<file path="config.mk">
export PLATFORM = sky130hd
export DESIGN_NAME = seg7_scan_driver
export DESIGN_NICKNAME = d
export VERILOG_FILES = /design/src/rtl/seg7_pkg.sv /design/src/rtl/hex7seg.sv /design/src/rtl/seg7_scan_driver.sv
export SDC_FILE = /design/constraint.sdc
export NUM_CORES = 1
export LEC_CHECK = 0
export CAP_MARGIN = 20
export CORE_AREA = 2 2 118 177
export CTS_CLUSTER_DIAMETER = 60
export DETAILED_ROUTE_END_ITERATION = 10
export DIE_AREA = 0 0 120 179
export PLACE_DENSITY = 0.39
export SETUP_SLACK_MARGIN = 0.05
export SLEW_MARGIN = 25
export SYNTH_ARGS = -nofsm -noshare
export SYNTH_HDL_FRONTEND = slang
export SYNTH_SLANG_ARGS = --single-unit
</file>
<file path="constraint.sdc">
create_clock -name clk -period 3.13 [get_ports clk]
set_input_delay 0.4695 -clock clk [delete_from_list [all_inputs] [get_ports clk]]
set_output_delay 0.4695 -clock clk [all_outputs]
set_load 0.01 [all_outputs]
</file>
<file path="src/rtl/seg7_pkg.sv">
// Shared constants for the seven-segment scan driver: digit count, idle
// patterns and the active-low hex glyph table in {g,f,e,d,c,b,a} order.
package seg7_pkg;

    localparam int NUM_DIGITS = 8;

    localparam logic [6:0] SEG_BLANK = 7'h7F;
    localparam logic [7:0] AN_OFF    = 8'hFF;

    localparam logic [6:0] HEX_GLYPHS [16] = '{
        7'h40, 7'h79, 7'h24, 7'h30, 7'h19, 7'h12, 7'h02, 7'h78,
        7'h00, 7'h10, 7'h08, 7'h03, 7'h46, 7'h21, 7'h06, 7'h0E
    };

    function automatic logic [7:0] anode_select(input logic [2:0] idx);
        return ~(8'h01 << idx);
    endfunction

endpackage

</file>
<file path="src/rtl/hex7seg.sv">
// Combinational hex nibble to active-low seven-segment glyph decoder.
module hex7seg
    import seg7_pkg::*;
(
    input  logic [3:0] nibble,
    output logic [6:0] seg
);

    assign seg = HEX_GLYPHS[nibble];

endmodule

</file>
<file path="src/rtl/seg7_scan_driver.sv">
// 8-digit multiplexed seven-segment driver with frame-synchronous double
// buffering, per-slot anti-ghost blanking and optional leading-zero blanking.
module seg7_scan_driver
    import seg7_pkg::*;
#(
    parameter int REFRESH_DIV = 100000,
    parameter int BLANK_CYC   = 2
) (
    input  logic        clk,
    input  logic        rst,
    input  logic [31:0] data_in,
    input  logic        load,
    input  logic        blank_lz,
    output logic [7:0]  an,
    output logic [6:0]  seg,
    output logic        dp,
    output logic        frame_done
);

    localparam int              DIV_W     = $clog2(REFRESH_DIV);
    localparam logic [DIV_W-1:0] DIV_LAST  = DIV_W'(REFRESH_DIV - 1);
    localparam logic [DIV_W-1:0] BLANK_END = DIV_W'(BLANK_CYC);
    localparam logic [2:0]       IDX_LAST  = 3'(NUM_DIGITS - 1);

    logic [DIV_W-1:0] div;
    logic [2:0]       idx;
    logic [31:0]      shadow;
    logic [31:0]      active;
    logic             pending;

    logic       tc;
    logic       wrap;
    logic [3:0] cur_nibble;
    logic [6:0] cur_glyph;
    logic       upper_zero;
    logic       suppress;
    logic       in_blank;

    assign tc         = (div == DIV_LAST);
    assign wrap       = tc && (idx == IDX_LAST);
    assign cur_nibble = active[{idx, 2'b00} +: 4];
    assign in_blank   = (div < BLANK_END);
    assign suppress   = blank_lz && (idx != 3'd0) && upper_zero;
    assign dp         = 1'b1;

    // A digit is a leading zero when it and every more-significant nibble are zero.
    always_comb begin
        upper_zero = 1'b1;
        for (int i = 0; i < NUM_DIGITS; i++) begin
            if ((i >= int'(idx)) && (active[4*i +: 4] != 4'h0)) begin
                upper_zero = 1'b0;
            end
        end
    end

    hex7seg u_hex7seg (
        .nibble (cur_nibble),
        .seg    (cur_glyph)
    );

    always_ff @(posedge clk or posedge rst) begin
        if (rst) begin
            div <= '0;
            idx <= '0;
        end else if (tc) begin
            div <= '0;
            idx <= idx + 3'd1;
        end else begin
            div <= div + 1'b1;
        end
    end

    // Active only changes at the frame wrap so a frame never mixes two words;
    // a load coinciding with the wrap bypasses the shadow to avoid a frame of lag.
    always_ff @(posedge clk or posedge rst) begin
        if (rst) begin
            shadow     <= '0;
            active     <= '0;
            pending    <= 1'b0;
            frame_done <= 1'b0;
        end else begin
            frame_done <= wrap;
            if (wrap && load) begin
                active  <= data_in;
                shadow  <= data_in;
                pending <= 1'b0;
            end else begin
                if (load) begin
                    shadow  <= data_in;
                    pending <= 1'b1;
                end
                if (wrap && pending) begin
                    active  <= shadow;
                    pending <= 1'b0;
                end
            end
        end
    end

    always_ff @(posedge clk or posedge rst) begin
        if (rst) begin
            an  <= AN_OFF;
            seg <= SEG_BLANK;
        end else if (in_blank || suppress) begin
            an  <= AN_OFF;
            seg <= SEG_BLANK;
        end else begin
            an  <= anode_select(idx);
            seg <= cur_glyph;
        end
    end

endmodule

</file>
==> reports/qor.txt <==
=====================================================================================================
Maximum fanout along the worst path                                                                13
Iteration-0 DRC count of the detailed router                                                      133
Main combinational cell family by area after synthesis                                   compound AO/OA/AOI/OAI gates
Depth of the CTS H-tree                                                                             3
Mean cell area of the mapped netlist                                                        11.3 um^2
IO buf count                                                                                       51
Type of the setup path with the least slack                                                   reg2reg
Arrival time of data at the critical path endpoint                                            3000 ps
Cell taking the most area after synthesis                                                sky130_fd_sc_hd__dfrtp_1
Internal Power                                                                                2150 uW
Total GRT Usage                                                                                 12.5%
Critical path data required time                                                              3410 ps
Number of library cell types mapped by synthesis                                                   55
Proportion of netlist area held by the largest area contributor                                 44.0%
Max-capacitance violation count                                                                     0
Avg Vias per Cell                                                                                4.68
Number of clock buffers inserted by TritonCTS                                                       9
Die Area                                                                                   21500 um^2
Worst hold path type                                                                          reg2reg
Vias after detailed routing                                                                      3494
Post-Route Setup TNS                                                                             0 ps
Worst slew pin tran                                                                            825 ps
Number of search-and-repair iterations in the first detailed-routing pass                           4
Boundary Pins                                                                                      53
Cells after DPL                                                                                   731
Share of final-layout standard cells stronger than drive strength 1                             16.8%
Horizontal die dimension                                                                       120 um
Max-slew violations                                                                                 0
Mux contribution to synthesized area                                                            10.7%
Chip Height                                                                                    179 um
Core region area                                                                           20100 um^2
Warning count from the yosys run                                                                    0
TritonCTS clock tree                                                                              yes
Total cell area at the placement stage                                                      5680 um^2
Synth area leaders                                                                       sky130_fd_sc_hd__dfrtp_1 (44%), sky130_fd_sc_hd__dfstp_2 (8.1%), sky130_fd_sc_hd__mux2_2 (6.0%)
#FFs+latches synth                                                                                101
Async set-or-reset flop fraction in the synthesized netlist                                      100%
XOR/XNOR Fraction of Synth Area                                                                 2.69%
FF-to-FF Start                                                                           idx[1]$_DFFE_PP0N_
Area of the mapped netlist                                                                  4890 um^2
Total inserted antenna cells                                                                        0
Number of hold violations in the final report                                                       0
Ratio of total power to cell area                                                         478 nW/um^2
Pin count of the biggest net entering global routing                                               76
Wire length of the first global-routing pass                                                  20.8 mm
Net switching power                                                                            705 uW
Number of resized instances in the post-cts repair step                                             0
Skew-Pair Late Insertion Delay                                                                 350 ps
Switching fraction of total power                                                               24.7%
Residual DRC                                                                                        0
Worst Setup Start Kind                                                                      flip-flop
Detailed Route WL                                                                             12.6 mm
Sequential share of power                                                                       50.1%
Number of nets at the end of the flow                                                             527
Quantity of hold-fixing buffers added after cts                                                     0
Combinational cell fraction of total power                                                       9.5%
Fin crit period                                                                               2720 ps
ANT nets after route                                                                                0
Number of antenna violations at the first check in global routing                                   0
Simple-gate share of the synthesized area                                                       13.0%
Max VDD drop                                                                               0.000273 V
Hold slack final                                                                               465 ps
Number of sinks on the clock net                                                                  101
Cell at the root of the clock tree                                                       sky130_fd_sc_hd__clkbuf_16
Crit path launch                                                                         idx[1]$_DFFE_PP0N_
Worst slew margin                                                                               44.5%
HPWL reported at the end of detailed placement                                                9.13 mm
Number of buffers inserted by post-CTS setup repair                                                 0
Clock power frac                                                                                40.3%
Finished Core Util                                                                              29.7%
Cell row count                                                                                     64
Startpoint of the lowest-slack hold path                                                 shadow[18]$_DFFE_PP0P_
Synth Net Count                                                                                   482
Skew final                                                                                    6.99 ps
Post-synthesis instance total                                                                     433
Area fraction in compound gates after synthesis                                                 13.4%
Vias in the first global route                                                                   3671
Final weighted congestion in routability-driven placement                                       0.786
Clock Path Buffers                                                                                  2
RSZ-0062 raised after global routing                                                               no
Cell area after layout                                                                      5970 um^2
Peak clock frequency supported by timing                                                    0.367 GHz
Number of non-filler instances in the completed layout                                            747
Fraction of the yosys area taken by sequential cells                                            52.1%
Syn-to-layout area delta                                                                        22.2%
Most instantiated flip-flop cell in the synthesis netlist                                sky130_fd_sc_hd__dfrtp_1
Run status                                                                               finished clean
Share of the clock period used by the worst path                                                87.0%
Post-synthesis share of cell area spent on full adders, half adders and majority gates          3.33%
Initial Util                                                                                    24.3%
WL/cell                                                                                       16.9 um
# setup viols final                                                                                 0
Number of synthesized flops with an enable pin                                                      0
Sum of overflow across all layers after global routing                                              0
Leakage power                                                                              0.00251 uW
Clock transition time at the flip-flop clock pins of the worst setup and hold paths             70 ps
Worst setup EP type                                                                         flip-flop
=====================================================================================================
==> per-stage QoR <==
step	total power, uW	setup WS (ps)
global placement	1730	534
global route	3000	90.8
detailed placement	1740	399
finish	2860	408
floorplan	1600	824
CTS	2910	388
==> worst max-delay path, cell delays in order (launching register included) <==
cell and delay [ps]:
sky130_fd_sc_hd__dfrtp_1 660, sky130_fd_sc_hd__inv_1 270, sky130_fd_sc_hd__a21oi_1 180, sky130_fd_sc_hd__a211oi_1 90
sky130_fd_sc_hd__nor3_1 540, sky130_fd_sc_hd__inv_1 140, sky130_fd_sc_hd__ha_1 270, sky130_fd_sc_hd__mux2_2 280
sky130_fd_sc_hd__mux2i_1 140, sky130_fd_sc_hd__nand2_1 70
==> flip-flops by register name, summed over array words and instances, names as in the netlist <==
signal and count:
frame_done 1, seg 7, idx 3, shadow 32, div 17, an 8, pending 1, active 32
==> placed cells by master (no fill, tap or decap), types with 2 or more instances in the layout <==
master | Yosys | layout
sky130_fd_sc_hd__nand4_1 | 4 | 4
sky130_fd_sc_hd__nor3_1 | 7 | 7
sky130_fd_sc_hd__and3_1 | 4 | 4
sky130_fd_sc_hd__and2_1 | 3 | 3
sky130_fd_sc_hd__nor2_1 | 15 | 15
sky130_fd_sc_hd__xnor2_1 | 9 | 9
sky130_fd_sc_hd__xor2_1 | 6 | 6
sky130_fd_sc_hd__buf_4 | 2 | 9
sky130_fd_sc_hd__o211ai_1 | 2 | 2
sky130_fd_sc_hd__mux2_2 | 26 | 26
sky130_fd_sc_hd__a221o_1 | 13 | 13
sky130_fd_sc_hd__a22o_1 | 2 | 2
sky130_fd_sc_hd__clkbuf_16 | 0 | 9
sky130_fd_sc_hd__inv_6 | 0 | 3
sky130_fd_sc_hd__mux2i_1 | 7 | 7
sky130_fd_sc_hd__nand2b_1 | 2 | 2
sky130_fd_sc_hd__o2bb2ai_1 | 14 | 14
sky130_fd_sc_hd__nor4_1 | 8 | 8
sky130_fd_sc_hd__ha_1 | 13 | 13
sky130_fd_sc_hd__nand2_1 | 58 | 58
sky130_fd_sc_hd__or3_1 | 2 | 2
sky130_fd_sc_hd__clkinv_2 | 0 | 3
sky130_fd_sc_hd__dfstp_2 | 15 | 15
sky130_fd_sc_hd__a22oi_1 | 16 | 16
sky130_fd_sc_hd__and4_1 | 2 | 2
sky130_fd_sc_hd__a21oi_1 | 3 | 3
sky130_fd_sc_hd__a221oi_1 | 2 | 2
sky130_fd_sc_hd__mux4_2 | 6 | 6
sky130_fd_sc_hd__nand3_1 | 15 | 15
sky130_fd_sc_hd__inv_1 | 24 | 23
sky130_fd_sc_hd__dfrtp_1 | 86 | 86
sky130_fd_sc_hd__or4_1 | 2 | 2
sky130_fd_sc_hd__nor2b_1 | 5 | 5
sky130_fd_sc_hd__o21ai_0 | 5 | 5
sky130_fd_sc_hd__o32ai_1 | 13 | 13
sky130_fd_sc_hd__clkdlybuf4s50_1 | 0 | 50
==> cell type report <==
cell class / count / area (um^2)
tap: 264 / 330
inverter: 25 / 97.6
fill: 2048 / 14100
timing repair buffer: 61 / 593
sequential: 101 / 2550
clock buffer: 9 / 225
clock inverter: 7 / 71.3
multi-input combinational: 280 / 2110
==> synth_stat cells, types with 3 or more instances <==
cell type / instances
sky130_fd_sc_hd__mux4_2: 6
sky130_fd_sc_hd__dfstp_2: 15
sky130_fd_sc_hd__mux2i_1: 7
sky130_fd_sc_hd__nor4_1: 8
sky130_fd_sc_hd__inv_1: 24
sky130_fd_sc_hd__o32ai_1: 13
sky130_fd_sc_hd__a221o_1: 13
sky130_fd_sc_hd__xor2_1: 6
sky130_fd_sc_hd__o21ai_0: 5
sky130_fd_sc_hd__mux2_2: 26
sky130_fd_sc_hd__a21oi_1: 3
sky130_fd_sc_hd__nor2b_1: 5
sky130_fd_sc_hd__nand4_1: 4
sky130_fd_sc_hd__nand3_1: 15
sky130_fd_sc_hd__and2_1: 3
sky130_fd_sc_hd__ha_1: 13
sky130_fd_sc_hd__o2bb2ai_1: 14
sky130_fd_sc_hd__buf_2: 8
sky130_fd_sc_hd__xnor2_1: 9
sky130_fd_sc_hd__nand2_1: 58
sky130_fd_sc_hd__a22oi_1: 16
sky130_fd_sc_hd__nor2_1: 15
sky130_fd_sc_hd__and3_1: 4
sky130_fd_sc_hd__dfrtp_1: 86
sky130_fd_sc_hd__clkbuf_1: 12
sky130_fd_sc_hd__nor3_1: 7
==> worst paths after layout <==
check / to / slack (ps) / cells past startpoint
max: seg[3]$_DFF_PP1_ / 410 / 9
min: shadow[18]$_DFFE_PP0P_ / 470 / 2
max reg2reg: seg[3]$_DFF_PP1_ / 410 / 9
min reg2reg: shadow[18]$_DFFE_PP0P_ / 470 / 2
max in group asynchronous: seg[4]$_DFF_PP1_ / 1750 / 3
min in group asynchronous: div[1]$_DFF_PP0_ / 560 / 2
==> power groups by stage <==
stage	logic (uW)	clock network [uW]	registers [uW]
floorplan	160	0	1440
global placement	275	0	1460
detailed placement	279	0	1460
CTS	280	1200	1430
global route	305	1250	1440
finish	272	1150	1430
==> metal layers <==
layer	share of wire [%]	vias to the layer above	wire, um	global-route usage (%)
met1	43	1772	5400	15.4
li1	-	1661	-	-
met5	0	-	0	0
met4	2.2	0	274	4.85
met2	53	46	6650	21.7
met3	2.2	15	283	2.19
==> kinds of logic after synthesis <==
group / count (synthesis)
compound gates: 80
xor+xnor: 15
fa+ha+maj: 13
buf+inv: 52
flops: 101
mux: 40
other cells: 1
simple gates: 131
Power figures use the tool's default switching activity.
==> patch: new RTL, config.mk and constraints unchanged <==
Register the output `an` once more, without a reset; this adds one clock of latency there. The other outputs are not delayed to match.
--- a/src/rtl/seg7_scan_driver.sv
+++ b/src/rtl/seg7_scan_driver.sv
@@ -21,6 +21,8 @@
     localparam logic [DIV_W-1:0] DIV_LAST  = DIV_W'(REFRESH_DIV - 1);
     localparam logic [DIV_W-1:0] BLANK_END = DIV_W'(BLANK_CYC);
     localparam logic [2:0]       IDX_LAST  = 3'(NUM_DIGITS - 1);
+
+    logic [7:0] an_s0;
 
     logic [DIV_W-1:0] div;
     logic [2:0]       idx;
@@ -99,16 +101,20 @@
 
     always_ff @(posedge clk or posedge rst) begin
         if (rst) begin
-            an  <= AN_OFF;
+            an_s0 <= AN_OFF;
             seg <= SEG_BLANK;
         end else if (in_blank || suppress) begin
-            an  <= AN_OFF;
+            an_s0 <= AN_OFF;
             seg <= SEG_BLANK;
         end else begin
-            an  <= anode_select(idx);
+            an_s0 <= anode_select(idx);
             seg <= cur_glyph;
         end
     end
 
+    always_ff @(posedge clk) begin
+        an <= an_s0;
+    end
+
 endmodule
 
Behaviour: not the same (a bounded check fails within 4 cycles, from zero or initial values and one cycle with rst high).
==> patch against the original RTL <==
Power grew 4.4%. Sequential share of layout area grew 2.2 points. Design area grew 1.1%. Area after synthesis grew 0.33%. Routed wire length shrank 9.4%. Count of clock-buffer cells in the layout grew 2. Setup slack gained 0.15 ns. Sequential cell count grew 8.
==> patch: results (changes against the original RTL) <==
leak pwr=2.43 nW (-3.2%); post-cts resize count=0 (unchanged); Hold Crit Depth=0 (-2); post-synth net total=440 (-8.7%); CP max FO=13 (unchanged); dpl cell area=5730 sq um (+0.97%); nets@finish=489 (-7.2%); Slowest cell on crit path=dfrtp_1; Slew @ Worst Pin=0.786 ns (-0.0396 ns); per-cell routed wire length=16.1 microns (-4.5%); initial antenna violation count=0 (unchanged); post-synthesis cell type count=46 (-16%); vias per cell=4.65 (-0.49%); Post-synth EDFFs=0 (unchanged); synth top area cells=dfrtp_1 44%, mux2_2 8.3%, dfstp_2 8.0%; Worst Hold Class=reg2reg; Top Registers=active: 32 flops, shadow: 32 flops, div: 17 flops; initial drt markers=176 (+32%); data arrival time of the worst path=2.86 ns (-0.14 ns); placed insts=693 (-5.2%); Routability Congestion=0.778 (-1.1%); Hold WS=0.396 ns (-0.0695 ns); sequential fraction of the synthesis area=55.2% (+3.1 points); maximum vdd drop=0.000247 V (-9.7%); status=complete, no violations; worst stage delay on the critical path=0.73 ns (+0.07 ns); placed wire-length estimate=8.22 mm (-9.9%); clock slew at reported path FFs=0.08 ns; FFs w/ async S/R, synth=92.7% (-7.3 points); Worst R2R Path Depth=8 (-1); layout cell share with drive strength beyond 1=20.4% (+3.7 points); clock skew=0.0127 ns (+0.00568 ns); PortBufs=51 (unchanged); gr usage total=11.2% (-1.3 points); clk root buf=clkbuf_16; mean post-synth cell area=12.5 sq um (+11%); total routed wirelength=11.4 mm (-9.4%); 1st-pass router iterations=4 (unchanged); vias in the first global route=3484 (-5.1%); most used flip-flop cell after synthesis=dfrtp_1; Clock Latency Late Sink=0.35 ns (about the same); Clock Tree Buf Depth=2 (unchanged); synth cell count leaders=86 x dfrtp_1, 36 x mux2_2, 28 x a22oi_1, 28 x o2bb2ai_1, 16 x nand2_1; fin crit share=82.2% (-4.8 points); pre-CTS setup slack=0.558 ns (+0.159 ns); TritonCTS Buffers=9 (unchanged); largest net degree at the start of global routing=60 (-21%); fill cell total of the finished layout=2028 (-0.98%); first-pass GRT wire length=19.0 mm (-8.4%)
==> patch: power by group <==
part / switching (mW) / total, mW / leakage, nW / internal [mW]
combinational: 0.125 / 0.276 / 0.974 / 0.151
sequential: 0.0409 / 1.52 / 1.30 / 1.48
clock: 0.557 / 1.18 / 0.155 / 0.627
total: 0.723 / 2.98 / 2.43 / 2.26
==> patch: kinds of logic after synthesis <==
group	share of synthesized area [%]
flip-flops	55.2
AO/OA/AOI/OAI	13.7
AND/OR/NAND/NOR	8.32
multiplexers	13.7
buffers and inverters	2.99
XOR/XNOR	2.68
adder cells (fa/ha/maj)	3.32
other	0.0765
==> patch: final cells by class <==
cell class,instances,area [sq um],area share [%]
clock buffers,11,264,4.37
clock inverters,5,43.8,0.725
inverters,13,52.6,0.870
multi-input cells,248,2050,34.0
flip-flops and latches,109,2710,44.8
well taps,264,330,5.47
repair buffers,59,588,9.74
==> patch: critical path: cells and delay by family (launching register included) <==
family / cells / cell delay [ns]
adder cells (fa/ha/maj): 1 / 0.24
AND/OR/NAND/NOR: 1 / 0.07
buffers and inverters: 2 / 0.22
multiplexers: 4 / 1.26
flip-flops: 1 / 0.73
==> patch: final timing paths <==
kind | from | endpoint
max | idx[0] | seg[3]
min | an_s0[3] | an[3]
max reg2reg | idx[0] | seg[3]
min reg2reg | an_s0[3] | an[3]
max in group asynchronous | rst | seg[6]
min in group asynchronous | rst | div[4]
==> patch: metal layers <==
| metal | track usage [%] | up-vias | routed length [microns] | share of wire [%] |
|---|---|---|---|---|
| li1 | - | 1571 | - | - |
| met4 | 4.36 | 0 | 216 | 1.9 |
| met2 | 19.3 | 57 | 5870 | 51 |
| met3 | 1.88 | 15 | 246 | 2.2 |
| met5 | 0 | - | 0 | 0 |
| met1 | 14.1 | 1657 | 5090 | 45 |
